$ cat config.mk
export PLATFORM = sky130hd
export DESIGN_NAME = encoder_8x3_serial
export DESIGN_NICKNAME = d
export VERILOG_FILES = /design/src/rtl/encoder_pkg.sv /design/src/rtl/prio_enc_8x3.sv /design/src/rtl/encoder_8x3_serial.sv
export SDC_FILE = /design/constraint.sdc
export NUM_CORES = 1
export LEC_CHECK = 0
export CAP_MARGIN = 10
export CORE_ASPECT_RATIO = 0.9
export CORE_MARGIN = 2
export CORE_UTILIZATION = 36
export CTS_CLUSTER_DIAMETER = 80
export DETAILED_ROUTE_END_ITERATION = 10
export DONT_BUFFER_PORTS = 1
export GPL_ROUTABILITY_DRIVEN = 0
export SYNTH_ARGS = -nofsm -noshare
export SYNTH_HDL_FRONTEND = slang
export SYNTH_SLANG_ARGS = --single-unit
$ cat constraint.sdc
create_clock -name clk -period 3.3 [get_ports clk]
set_input_delay 0.99 -clock clk [delete_from_list [all_inputs] [get_ports clk]]
set_output_delay 0.99 -clock clk [all_outputs]
set_load 0.02 [all_outputs]
$ cat src/rtl/encoder_pkg.sv
`default_nettype none
// +--------------------------------------------------------------------+
// | encoder_pkg : shared widths and FSM state type for the 8x3 encoder  |
// | Rev 1.0                                                            |
// +--------------------------------------------------------------------+
package encoder_pkg;

  localparam int IN_W   = 8;
  localparam int CODE_W = 3;

  typedef enum logic [0:0] {
    IDLE = 1'b0,
    EMIT = 1'b1
  } state_t;

endpackage : encoder_pkg
`default_nettype wire

$ cat src/rtl/prio_enc_8x3.sv
`default_nettype none
// +--------------------------------------------------------------------+
// | prio_enc_8x3 : combinational priority encoder (index, mask, single) |
// | Rev 1.0                                                            |
// +--------------------------------------------------------------------+
module prio_enc_8x3
  import encoder_pkg::*;
#(
  parameter bit LSB_FIRST = 1'b1
) (
  input  logic [IN_W-1:0]   i_vec,
  output logic [CODE_W-1:0] o_idx,
  output logic [IN_W-1:0]   o_onehot,
  output logic              o_single
);

  // Later loop iterations win, so the scan direction selects the priority.
  always_comb begin
    o_idx    = '0;
    o_onehot = '0;
    if (LSB_FIRST) begin
      for (int b = IN_W - 1; b >= 0; b--) begin
        if (i_vec[b]) begin
          o_idx    = CODE_W'(b);
          o_onehot = IN_W'(1) << b;
        end
      end
    end else begin
      for (int b = 0; b < IN_W; b++) begin
        if (i_vec[b]) begin
          o_idx    = CODE_W'(b);
          o_onehot = IN_W'(1) << b;
        end
      end
    end
  end

  assign o_single = (i_vec != '0) && ((i_vec & (i_vec - IN_W'(1))) == '0);

endmodule : prio_enc_8x3
`default_nettype wire

$ cat src/rtl/encoder_8x3_serial.sv
`default_nettype none
// +--------------------------------------------------------------------+
// | encoder_8x3_serial : emits the index of every set bit, one per beat |
// | Rev 1.0                                                            |
// +--------------------------------------------------------------------+
module encoder_8x3_serial
  import encoder_pkg::*;
#(
  parameter bit LSB_FIRST = 1'b1
) (
  input  logic              clk,
  input  logic              rst_n,
  input  logic              in_valid,
  output logic              in_ready,
  input  logic [IN_W-1:0]   i,
  output logic              out_valid,
  input  logic              out_ready,
  output logic [CODE_W-1:0] out,
  output logic              out_last,
  output logic              zero_flag
);

  state_t            r_state;
  logic [IN_W-1:0]   r_pend;
  logic              r_zero_flag;

  logic [CODE_W-1:0] w_idx;
  logic [IN_W-1:0]   w_onehot;
  logic              w_single;
  logic              w_accept;

  prio_enc_8x3 #(
    .LSB_FIRST (LSB_FIRST)
  ) u_prio (
    .i_vec    (r_pend),
    .o_idx    (w_idx),
    .o_onehot (w_onehot),
    .o_single (w_single)
  );

  assign w_accept = in_valid && (r_state == IDLE);

  always_ff @(posedge clk or negedge rst_n) begin
    if (!rst_n) begin
      r_state     <= IDLE;
      r_pend      <= '0;
      r_zero_flag <= 1'b0;
    end else begin
      r_zero_flag <= w_accept && (i == '0);
      case (r_state)
        IDLE: begin
          if (w_accept && (i != '0)) begin
            r_pend  <= i;
            r_state <= EMIT;
          end
        end
        EMIT: begin
          if (out_ready) begin
            r_pend <= r_pend & ~w_onehot;
            if (w_single) begin
              r_state <= IDLE;
            end
          end
        end
        default: r_state <= IDLE;
      endcase
    end
  end

  // EMIT always holds a non-zero pend, so outputs decode straight from state.
  assign in_ready  = (r_state == IDLE);
  assign out_valid = (r_state == EMIT);
  assign out       = out_valid ? w_idx : '0;
  assign out_last  = out_valid && w_single;
  assign zero_flag = r_zero_flag;

endmodule : encoder_8x3_serial
`default_nettype wire
==> key figures, run 1 <==
Setup path
  • Endpoint required time on the critical path: 2.31 ns
  • Slowest cell on the critical path: sky130_fd_sc_hd__or4_4
  • Worst-path maximum fanout: 6
  • Buffering stage count on the worst path with inverters included: 0
  • Crit path DAT: 2.12 ns
  • CP cell instances: or4_4, a2111oi_0, or2_1, and3_1
  • Worst setup EP type: primary output
  • R2r endpoint: r_pend[4]
  • R2R cell count: 6
  • Delay of the slowest critical-path stage: 0.59 ns
  • Critical register-to-register path startpoint: out_valid
  • Crit-path leading delay family: simple AND/OR/NAND/NOR gates
  • Classification of the worst setup path: reg2out
  • Reg2Reg Setup Slack: 1.36 ns
  • CP Launch Type: flip-flop

Timing
  • Final worst clock skew: 0.006630 ns
  • Time the final worst path needs with I/O delays and setup: 3.115 ns
  • Number of slew-limit violations in the final report: 0
  • Final count of negative-setup-slack endpoints: 0
  • Endpoints failing hold: 0
  • Slew at the pin closest to its max-slew limit: 0.7622 ns
  • Fmax: 321.0 MHz
  • Total negative slack: 0 ns
  • Max_slew headroom: 0.4888
  • Period utilisation layout: 0.9439
  • RSZ-0062 raised after global routing: false

Clock tree
  • Maximum count of clock buffers along a single path: 2
  • Resized cells post-CTS: 0
  • Level count of the clock H-tree: 1
  • Setup repair bufs after CTS: 0
  • Clock transition at path regs: 0.08 ns
  • Post-cts hold buffer count: 0
  • Clock sinks: 10
  • Root buffer selected by CTS: sky130_fd_sc_hd__clkbuf_4
  • Inserted Clock Buffers: 3
  • TritonCTS clock tree: yes
  • Clock latency reported for the late side of the worst-skew pair: 0.28 ns

Global routing
  • Antenna violations before repair: 0
  • Pin count of the biggest net entering global routing: 15
  • Vias in the first global route: 560
  • First-pass GRT wire length: 2766 um
  • Remaining global-route overflow: 0
  • All-layer global routing usage: 0.1748

Floorplanning
  • Initial Util: 0.3827
  • Width of the chip: 48.34 um
  • Die Footprint: 2122 um2
  • Number of standard-cell rows in the floorplan: 14
  • Core outline area: 1664 um2
  • Die Ht: 43.90 um
  • I/O pins: 19

Synthesis
  • Primary FF master, synth: sky130_fd_sc_hd__dfrtp_1
  • Number of enable-type register cells in the synthesized netlist: 0
  • Synthesized netlist net count: 82
  • Total of flip-flops plus latches after synthesis: 10
  • Distinct cell type count after synthesis: 29
  • FFs w/ async S/R, synth: 1.000
  • Post-synthesis average cell area: 9.098 um2
  • Fraction of the yosys area taken by sequential cells: 0.3929
  • Syn Std Cell Area: 636.9 um2
  • Number of warnings issued by yosys: 0
  • Synth Instances: 70

Run status
  • Result of the run: completed

Placed design
  • Post-DP HPWL: 1184 um
  • Number of buffers inserted by port buffering: 0

Layout
  • Antenna Diode Count: 0
  • Fillers: 178
  • # nets final: 87
  • Core occupancy in the finished layout: 0.4241
  • Relative area change from synthesis to final layout: 10.81%
  • Share of cells above drive strength 1: 0.1351
  • Seq. cell area: 250.2 um2
  • Area of the multi-input gates: 359.1 um2

Routing
  • Drt total wl: 1577 um
  • Via Count: 551
  • Routed wire length per instance: 16.09 um
  • DRT antenna net count: 0
  • First-pass DRT Iterations: 4
  • Number of DRC violations after detailed routing: 0
  • Starting DRC count in detailed routing: 12
  • Post-DR vias/cell: 5.622

Worst hold path
  • Type of the tightest min-delay check: in2async

Power and ir drop
  • Power per Cell Area: 1166 nW/um2
  • Leakage dissipation: 0.0003157 uW
  • Worst vdd ir: 436.5 uV
  • Tot Pwr: 822.9 uW

Flow run
  • Count of max-cap constraint violations: 0
cells by family (layout without fill, tap and decap cells):
kind of cell    Yosys count  count (layout)  share of synthesized area
compound gates           27              27                     0.3026
simple gates             25              25                     0.2200
flops                    10              10                     0.3929
buf+inv                   6              10                    0.04321
fa+ha+maj                 1               1                    0.01572
xor+xnor                  1               1                    0.02555
registers in the layout (all words and copies together) (netlist names):
register and count:
out_valid 1, zero_flag 1, r_pend 8
cell type report:
type / count / share of cell area
timing repair buffer: 2 / 0.02128
clock buffer: 4 / 0.05142
multi-input combinational: 54 / 0.5089
inverter: 4 / 0.02128
sequential: 10 / 0.3546
tap: 24 / 0.04255
report_power, final:
group	total, uW	switching, uW	internal [uW]
registers	282	111	171
clock network	117	49.4	67.2
logic	424	233	191
metrics by stage:
step / setup WS, ns / std cells / instance area (um2) / hold slack, ns
finish: 0.1850 / 98 / 705.7 / 0.3953
global route: 0.01538 / 98 / 705.7 / 0.3719
CTS: 0.1810 / 98 / 705.7 / 0.3915
detailed placement: 0.4820 / 94 / 669.4 / 0.5957
global placement: 0.5269 / 94 / 669.4 / 0.5729
floorplan: 0.5977 / 70 / 636.9 / 0.5460
how the worst max path moves through the flow:
| stage | startpoint | to | slack, ns | cells after the start |
|---|---|---|---|---|
| floorplan | r_pend[3] | out_last | 0.60 | 5 |
| global placement | r_pend[3] | out_last | 0.53 | 5 |
| detailed placement | r_pend[3] | out_last | 0.48 | 4 |
| CTS | r_pend[3] | out_last | 0.18 | 4 |
| global route | r_pend[3] | out_last | 0.02 | 4 |
| finish | r_pend[3] | out_last | 0.19 | 4 |
Yosys cell counts (2+ instances only):
master	number	area share
sky130_fd_sc_hd__dfrtp_1	10	0.39
sky130_fd_sc_hd__o21ai_0	7	0.055
sky130_fd_sc_hd__nand2_1	6	0.035
sky130_fd_sc_hd__a21oi_1	5	0.039
sky130_fd_sc_hd__a22o_1	5	0.069
sky130_fd_sc_hd__inv_1	4	0.024
sky130_fd_sc_hd__nor2_1	4	0.024
sky130_fd_sc_hd__nor4_1	4	0.039
sky130_fd_sc_hd__a21o_1	3	0.035
sky130_fd_sc_hd__and3_1	2	0.020
sky130_fd_sc_hd__or2b_1	2	0.024
layer usage:
layer  GRT usage  part of all wire
met5           0                 0
met4     0.06857            0.0070
met3     0.08621             0.087
met2      0.2500              0.42
met1      0.2275              0.48
layout by cell type, fill, tap and decap left out, types with 2 or more instances in the layout:
master and instances:
sky130_fd_sc_hd__or2b_1 2, sky130_fd_sc_hd__nand2_1 6, sky130_fd_sc_hd__nor2_1 4, sky130_fd_sc_hd__a21oi_1 5, sky130_fd_sc_hd__buf_4 2, sky130_fd_sc_hd__inv_1 4
sky130_fd_sc_hd__a21o_1 3, sky130_fd_sc_hd__o21ai_0 7, sky130_fd_sc_hd__a22o_1 5, sky130_fd_sc_hd__nor4_1 4, sky130_fd_sc_hd__clkbuf_4 3, sky130_fd_sc_hd__and3_1 2
sky130_fd_sc_hd__dfrtp_1 10
(Power assumes the default switching activity.)
==> inputs of run 2 (changes only) <==
Settings changed: CTS_BUF_LIST set to sky130_fd_sc_hd__clkbuf_4 sky130_fd_sc_hd__clkbuf_8 sky130_fd_sc_hd__clkbuf_16, HOLD_SLACK_MARGIN set to 0.03, SLEW_MARGIN set to 20.
==> results of run 2 <==
Same layout as run 1: the final DEF is identical, and so are final timing and power.
